===== src/rtl/pipe_nodatahazards_if.sv =====
// Instruction-fetch stage for a hazard-free pipeline: PC register, next-PC select,
// IF/ID pipeline register, and stall/flush/misalignment bookkeeping.
module pipe_nodatahazards_if #(
  parameter logic [31:0] RESET_PC = 32'h0000_0000
) (
  input  logic        clk,
  input  logic        clr,
  input  logic        IFwip,
  input  logic [1:0]  IDpcsrc,
  input  logic [31:0] IDbpc,
  input  logic [31:0] IDjpc,
  input  logic [31:0] IDrpc,
  output logic [31:0] imemAddr,
  input  logic [31:0] imemData,
  output logic [31:0] IFinst,
  output logic [31:0] IFpc4,
  output logic        IFvalid,
  output logic [15:0] IFstallCnt,
  output logic [15:0] IFflushCnt,
  output logic        IFmisalign
);

  localparam logic [1:0] PCSRC_SEQ    = 2'b00;
  localparam logic [1:0] PCSRC_BRANCH = 2'b01;
  localparam logic [1:0] PCSRC_JUMP   = 2'b10;
  localparam logic [1:0] PCSRC_JREG   = 2'b11;

  localparam logic [15:0] CNT_MAX = 16'hFFFF;

  logic [31:0] pc;
  logic [31:0] pc_plus4;
  logic [31:0] target;
  logic        redirect;
  logic        target_misaligned;

  assign imemAddr          = pc;
  assign pc_plus4          = pc + 32'd4;  // wraps naturally modulo 2^32
  assign redirect          = (IDpcsrc != PCSRC_SEQ);
  assign target_misaligned = (target[1:0] != 2'b00);

  // NOTE: every output of a combinational block gets a default first so no
  // path through the case can leave it unassigned and infer a latch.
  always_comb begin
    target = pc_plus4;
    case (IDpcsrc)
      PCSRC_BRANCH: target = IDbpc;
      PCSRC_JUMP:   target = IDjpc;
      PCSRC_JREG:   target = IDrpc;
      default:      target = pc_plus4;
    endcase
  end

  // NOTE: state registers use non-blocking assignments so every register
  // samples the pre-edge values, independent of statement order.
  always_ff @(posedge clk) begin
    if (clr) begin
      pc         <= RESET_PC;
      IFinst     <= 32'h0;
      IFpc4      <= 32'h0;
      IFvalid    <= 1'b0;
      IFstallCnt <= 16'h0;
      IFflushCnt <= 16'h0;
      IFmisalign <= 1'b0;
    end else if (!IFwip) begin
      // Stall: pipeline state frozen, redirect requests are ignored.
      if (IFstallCnt != CNT_MAX) IFstallCnt <= IFstallCnt + 16'd1;
    end else if (redirect) begin
      // The word fetched this cycle is on the wrong path; inject a bubble.
      pc      <= {target[31:2], 2'b00};
      IFinst  <= 32'h0;
      IFpc4   <= 32'h0;
      IFvalid <= 1'b0;
      if (IFflushCnt != CNT_MAX) IFflushCnt <= IFflushCnt + 16'd1;
      if (target_misaligned)     IFmisalign <= 1'b1;
    end else begin
      pc      <= pc_plus4;
      IFinst  <= imemData;
      IFpc4   <= pc_plus4;
      IFvalid <= 1'b1;
    end
  end

endmodule


===== config.mk =====
export PLATFORM = sky130hd
export DESIGN_NAME = pipe_nodatahazards_if
export DESIGN_NICKNAME = d
export VERILOG_FILES = /design/src/rtl/pipe_nodatahazards_if.sv
export SDC_FILE = /design/constraint.sdc
export NUM_CORES = 1
export LEC_CHECK = 0
export ABC_AREA = 1
export CAP_MARGIN = 40
export CORE_MARGIN = 3
export CORE_UTILIZATION = 41
export CTS_BUF_LIST = sky130_fd_sc_hd__clkbuf_4
export DETAILED_ROUTE_END_ITERATION = 10
export GPL_TIMING_DRIVEN = 0
export HOLD_SLACK_MARGIN = 0.05
export PLACE_DENSITY = 0.9
export SLEW_MARGIN = 20
export SYNTH_ARGS = -nofsm -noshare
export SYNTH_HDL_FRONTEND = slang
export SYNTH_SLANG_ARGS = --single-unit

===== constraint.sdc =====
create_clock -name clk -period 1.6 [get_ports clk]
set_clock_uncertainty 0.05 [all_clocks]
set_input_delay 0.24 -clock clk [delete_from_list [all_inputs] [get_ports clk]]
set_output_delay 0.24 -clock clk [all_outputs]
set_load 0.03 [all_outputs]

== Word-level counts from Yosys, hierarchy flattened ==
Cells that the tools add are included.

* $add $sub $neg: 3
* Multiply operators: 0
* Divide/modulo/power cells: 0
* Order comparisons: 0
* Eq/ne operators: 5
* Shift-type cells: 0
* Multiplexer cells: 5
* Bitwise gates (word level): 1
* Reduce and logical (&&, ||, !) cells: 5

{| class="wikitable"
|+ Operators by type and width
! cell !! count
|-
| $mux 32 || 3
|-
| $pmux 32 s3 || 1
|-
| $add 16x1->16 const B || 2
|-
| $add 32x3->32 const B || 1
|-
| $ne 16x16->1 const B || 2
|-
| $reduce_and 3->1 || 2
|-
| $eq 2x2->1 const B || 2
|-
| $reduce_bool 2->1 || 2
|-
| $eq 2x1->1 const B || 1
|-
| $reduce_and 2->1 || 1
|-
| $mux 1 || 1
|-
| $not 1->1 || 1
|}

* Bits in registers: 130
* Latch bits: 0
* Bits in writable memories: 0
* ROM bits: 0
* Input bits: 133
* Output and inout port bits: 130
* Word-level logic and storage cells: 26
* Memories kept: 0

== Logic depth before layout (Yosys ltp) ==
* Depth in word-level cells: 4
* Depth in mapped cells: 10
* Gate-level depth less buffers: 10

== Least setup slack after synthesis ==
No wires, ideal clock.

* Path kind: reg2reg
* Start point: register IFflushCnt[0]
* End point: register IFflushCnt[13]
* Library setup time: 0.137 ns
* Arrival time: 1.634 ns
* Data required time: 1.413 ns
* Path slack: -0.220 ns
* Stages on the path, launching flop included: 10
* Clock period less this slack: 1.820 ns
* Cells stage by stage: dfxtp_1 > ha_1 > nand3_1 > nor2_2 > nand3_2 > nand2_4 > inv_2 > buf_2 > nand2_1 > a21oi_1

* Longest elaborated chain between the ends: 2
* Elaborated cells on any way between the ends: 3
* Classes of those cells: add/sub: 1; eq/ne: 1; reduce/logical: 1

{| class="wikitable"
|+ RTL lines
! what !! RTL line !! source
|-
| start: declaration || 19 || <nowiki>output logic [15:0] IFflushCnt,</nowiki>
|-
| start signal: assignment || 73 || <nowiki>if (IFflushCnt != CNT_MAX) IFflushCnt <= IFflushCnt + 16'd1;</nowiki>
|-
| parallel branches: the longest is 2 deep, another holds $add 16x1->16 || -- ||
|}

Several ways; the timed one is not identified.
A chain may end at the register's enable or synchronous reset.

== Worst setup path after layout ==
* Start point: register pc[3] (netlist: imemAddr[3])
* End point: register pc[18] (netlist: imemAddr[18])

* Longest elaborated chain between the ends: 3

{| class="wikitable"
|+ RTL lines
! what !! RTL line !! source
|-
| start: declaration || 30 || <nowiki>logic [31:0] pc;</nowiki>
|-
| start signal: assignment || 69 || <nowiki>pc <= {target[31:2], 2'b00};</nowiki>
|-
| start signal: assignment || 76 || <nowiki>pc <= pc_plus4;</nowiki>
|-
| $add 32x3->32 (*) || 37 || <nowiki>assign pc_plus4 = pc + 32'd4;</nowiki>
|-
| $pmux 32 s3 || 45 || <nowiki>case (IDpcsrc)</nowiki>
|-
| $mux 32 (*) || 67 || <nowiki>end else if (redirect) begin</nowiki>
|}

Every way passes the cells marked *; elsewhere a longest branch is shown, timed or not.

==> metrics.json <==
{
  "sta": {
    "timing.final.crit_share_pct": 102.5,
    "setup-tns-final_ns": -0.1071,
    "max_slew.worst_pin.slew_ns": 0.6991,
    "clock.fmax_ghz": 0.6096,
    "layout_setup_ws_ns": -0.04055,
    "period_minus_slack_ns": 1.641,
    "max-slew-margin-rel_pct": 53.39,
    "timing.final.hold_violations": 0,
    "slew_viols_final": 0,
    "finalSetupViolations": 6,
    "rsz0062_at_grt": "true"
  },
  "layout": {
    "drive_gt1_share_pct": 25.79,
    "final_nets": 1387,
    "area_growth_syn_to_layout_pct": 53.70,
    "postLayoutCoreUtil_pct": 65.30,
    "n_fill_cell": 1330,
    "finalInstanceArea_um2": 10070
  },
  "global_route": {
    "first_global_vias": 7386,
    "largest_net_degree_at_the_start_of_global_routing": 17,
    "antenna_found_initial": 1,
    "globalRouteOverflowTotal": 0,
    "globalRoute.busiestLayer": "met2",
    "grt.met2_usage_pct": 48.44,
    "first_pass_grt_wire_length_um": 39760,
    "grt_use_total_pct": 28.53,
    "groute.layer.met1.usage_pct": 34.11,
    "grt_use_met3_pct": 7.871
  },
  "drt": {
    "route.final.wire_length_um": 26370,
    "routed_via_density": 5.318,
    "dr_total_vias": 7850,
    "drcViolationCount": 0,
    "drt.antenna.violating_nets": 0,
    "detailedRoute.firstIterationViolations": 544,
    "drt_pre_antenna_iters": 10,
    "wl_per_cell_um": 17.86
  },
  "power_and_ir_drop": {
    "irDropWorstVdd_mv": 0.4256,
    "power_leakage_uw": 0.004078,
    "seqPwrFrac_pct": 44.8,
    "comb_power_share_pct": 19.5,
    "share_clk_of_total_power_pct": 35.7,
    "power-per-cell-area_nw_per_um2": 755.2,
    "swShare_pct": 30.31,
    "internal_power_uw": 5302,
    "switchingPower_uw": 2306
  },
  "setup_path": {
    "reg2reg_from": "imemAddr[3]$_SDFFE_PP0P_",
    "end_kind": "flip-flop",
    "critPathMaxFanout": 5,
    "startpoint_type": "flip-flop",
    "worst-endpoint-required_ns": 2.02,
    "worstSetupPathType": "flip-flop to flip-flop",
    "startpoint": "imemAddr[3]$_SDFFE_PP0P_",
    "timing.critical_path.arrival_ns": 2.06
  },
  "clock_network": {
    "tritoncts": "done",
    "clock_insertion_delay_worst_skew_ns": 0.57,
    "cts_bufs_inserted": 17,
    "clkSlewWorstSetupHoldPaths_ns": 0.12,
    "cts_buffer_depth": 2,
    "clock_sinks": 127,
    "cts_root_buf": "sky130_fd_sc_hd__clkbuf_4",
    "clock_tree.htree_level_count": 4
  },
  "yosys": {
    "count_of_warnings_emitted_by_yosys": 0,
    "number_of_distinct_library_cell_variants_in_the_gate_level_netlist_after_synthesis": 39,
    "netlist_area_um2": 6554,
    "post_synth.cell_area_avg_um2": 6.899,
    "syn-instance-count": 950,
    "yosysSeqAreaShare_pct": 38.79,
    "yosys_register_bits": 127
  },
  "run": {
    "max_cap_viol_count": 0
  },
  "floorplanning": {
    "ios": 263,
    "chipWidth_um": 132.4,
    "core_area_um2": 15430,
    "design.die.area_um2": 17540,
    "standard_cell_row_count": 45,
    "die_h_um": 132.4,
    "initial_utilization_pct": 42.48
  },
  "place": {
    "port_buffers": 259,
    "place.gp.congestion": 0.9839,
    "dp_hpwl_um": 19510,
    "placed_cell_area_um2": 9449
  },
  "run_status": {
    "run_status": "complete, but fails checks",
    "failed_checks": "setup timing"
  },
  "min_path": {
    "holdCritPathClass": "input port to flip-flop",
    "min_from": "clr"
  }
}
==> worst max-delay path, cell delays in order (launching register included) <==
cell                      delay (ns)
sky130_fd_sc_hd__dfxtp_4        0.40
sky130_fd_sc_hd__ha_4           0.15
sky130_fd_sc_hd__nand2_4        0.05
sky130_fd_sc_hd__nor2_4         0.19
sky130_fd_sc_hd__buf_6          0.14
sky130_fd_sc_hd__nand2_4        0.05
sky130_fd_sc_hd__nor2_4         0.16
sky130_fd_sc_hd__nand2_1        0.08
sky130_fd_sc_hd__nand3_2        0.10
sky130_fd_sc_hd__nand3_2        0.07
sky130_fd_sc_hd__nand2_1        0.08
sky130_fd_sc_hd__inv_1          0.03
==> logic make-up after synthesis <==
kind of cell	Yosys count	share of synthesized area [%]
compound gates	193	18.10
xor+xnor	22	2.940
fa+ha+maj	3	0.5728
buf+inv	124	8.056
flops	127	38.79
other cells	1	0.05722
simple gates	480	31.48
==> path summary, 6_finish.rpt <==
kind / to / slack, ns / depth (start not counted)
max reg2reg: imemAddr[18]$_SDFFE_PP0P_ / -0.04 / 11
min: imemAddr[7]$_SDFFE_PP0P_ / 0.06 / 4
min reg2reg: IFpc4[31]$_SDFFE_PP0P_ / 0.41 / 2
max: imemAddr[18]$_SDFFE_PP0P_ / -0.04 / 11
==> power groups by stage <==
stage               combinational (uW)  clock [uW]  sequential [uW]
floorplan                          474           0             3670
global placement                  1440           0             3460
detailed placement                1460           0             3460
CTS                               1440        2710             3400
global route                      1580        2840             3420
finish                            1480        2720             3410
==> cells in the final DEF, fill, tap and decap left out, drive strengths merged <==
cell type / n
a211oi: 1
a21oi: 87
a221oi: 1
a22oi: 3
a31oi: 1
a32o: 33
a41oi: 2
and2: 1
and3: 1
buf: 103
bufinv: 5
clkbuf: 50
clkdlybuf4s15: 59
clkdlybuf4s18: 2
clkdlybuf4s50: 131
clkinv: 7
clkinvlp: 2
conb: 2
dfxtp: 127
diode: 1
ha: 3
inv: 78
nand2: 291
nand3: 83
nand4: 4
nor2: 92
nor3: 8
o2111ai: 1
o21ai: 63
o21bai: 1
xnor2: 10
xor2: 12
==> sequential cells by signal, indices dropped and copies added (netlist names) <==
signal,count
IFflushCnt,16
IFstallCnt,16
imemAddr,30
IFpc4,31
IFmisalign,1
IFvalid,1
IFinst,32
==> repair_timing <==
item | in CTS | in global routing
setup endpoints to repair | 189 | 108
hold endpoints to repair | 1 | 0
pin swaps | 16 | 21
gates resized for setup | 511 | 117
buffers inserted | 12 | 11
==> per-layer routing <==
metal / wire (um) / up-vias / part of all wire (%)
met5: 0 / - / 0
met4: 844 / 0 / 3.2
met2: 12770 / 439 / 48
met1: 10220 / 3598 / 39
li1: - / 3752 / -
met3: 2536 / 61 / 9.6
==> synthesized netlist by cell type, drive strengths merged <==
library cell  number  area share [%]
o21bai             1            0.11
a31oi              1           0.096
dfxtp            127              39
nand4              4            0.38
a22oi              3            0.34
and3               1           0.096
a211oi             1            0.11
a221oi             1            0.13
inv               77             4.4
xor2              12             1.6
o21ai             63             4.8
and2               1           0.096
conb               1           0.057
a32o              33             5.0
a21oi             87             7.0
o2111ai            1            0.13
nand3             83             6.6
nor3               8            0.94
a41oi              2            0.27
clkbuf            22             1.3
ha                 3            0.57
xnor2             10             1.3
buf               25             2.4
nor2              92             6.4
nand2            291              17
==> layout make-up <==
cell class	instances	area [um^2]	share of cell area, %
Sequential cell	127	2618	25.98
Clock buffer	17	127.6	1.267
Buffer	46	257.7	2.559
Timing Repair Buffer	282	2509	24.90
Tap cell	211	264.0	2.621
Clock inverter	15	217.7	2.161
Antenna cell	1	2.502	0.02484
Inverter	77	294.0	2.919
Multi-Input combinational cell	700	3784	37.56
==> per-stage QoR <==
stage	power, uW	hold slack [ns]	instances	worst slack [ns]
2_1_floorplan	4140	0.3530	951	-0.006373
3_3_place_gp	4903	0.3907	1421	-0.6200
3_5_place_dp	4923	0.3985	1421	-0.6909
4_1_cts	7550	0.03961	1465	-0.05049
5_1_grt	7846	0.06581	1476	-0.09952
6_report	7608	0.05779	1476	-0.04055
Power figures use the tool's default switching activity.
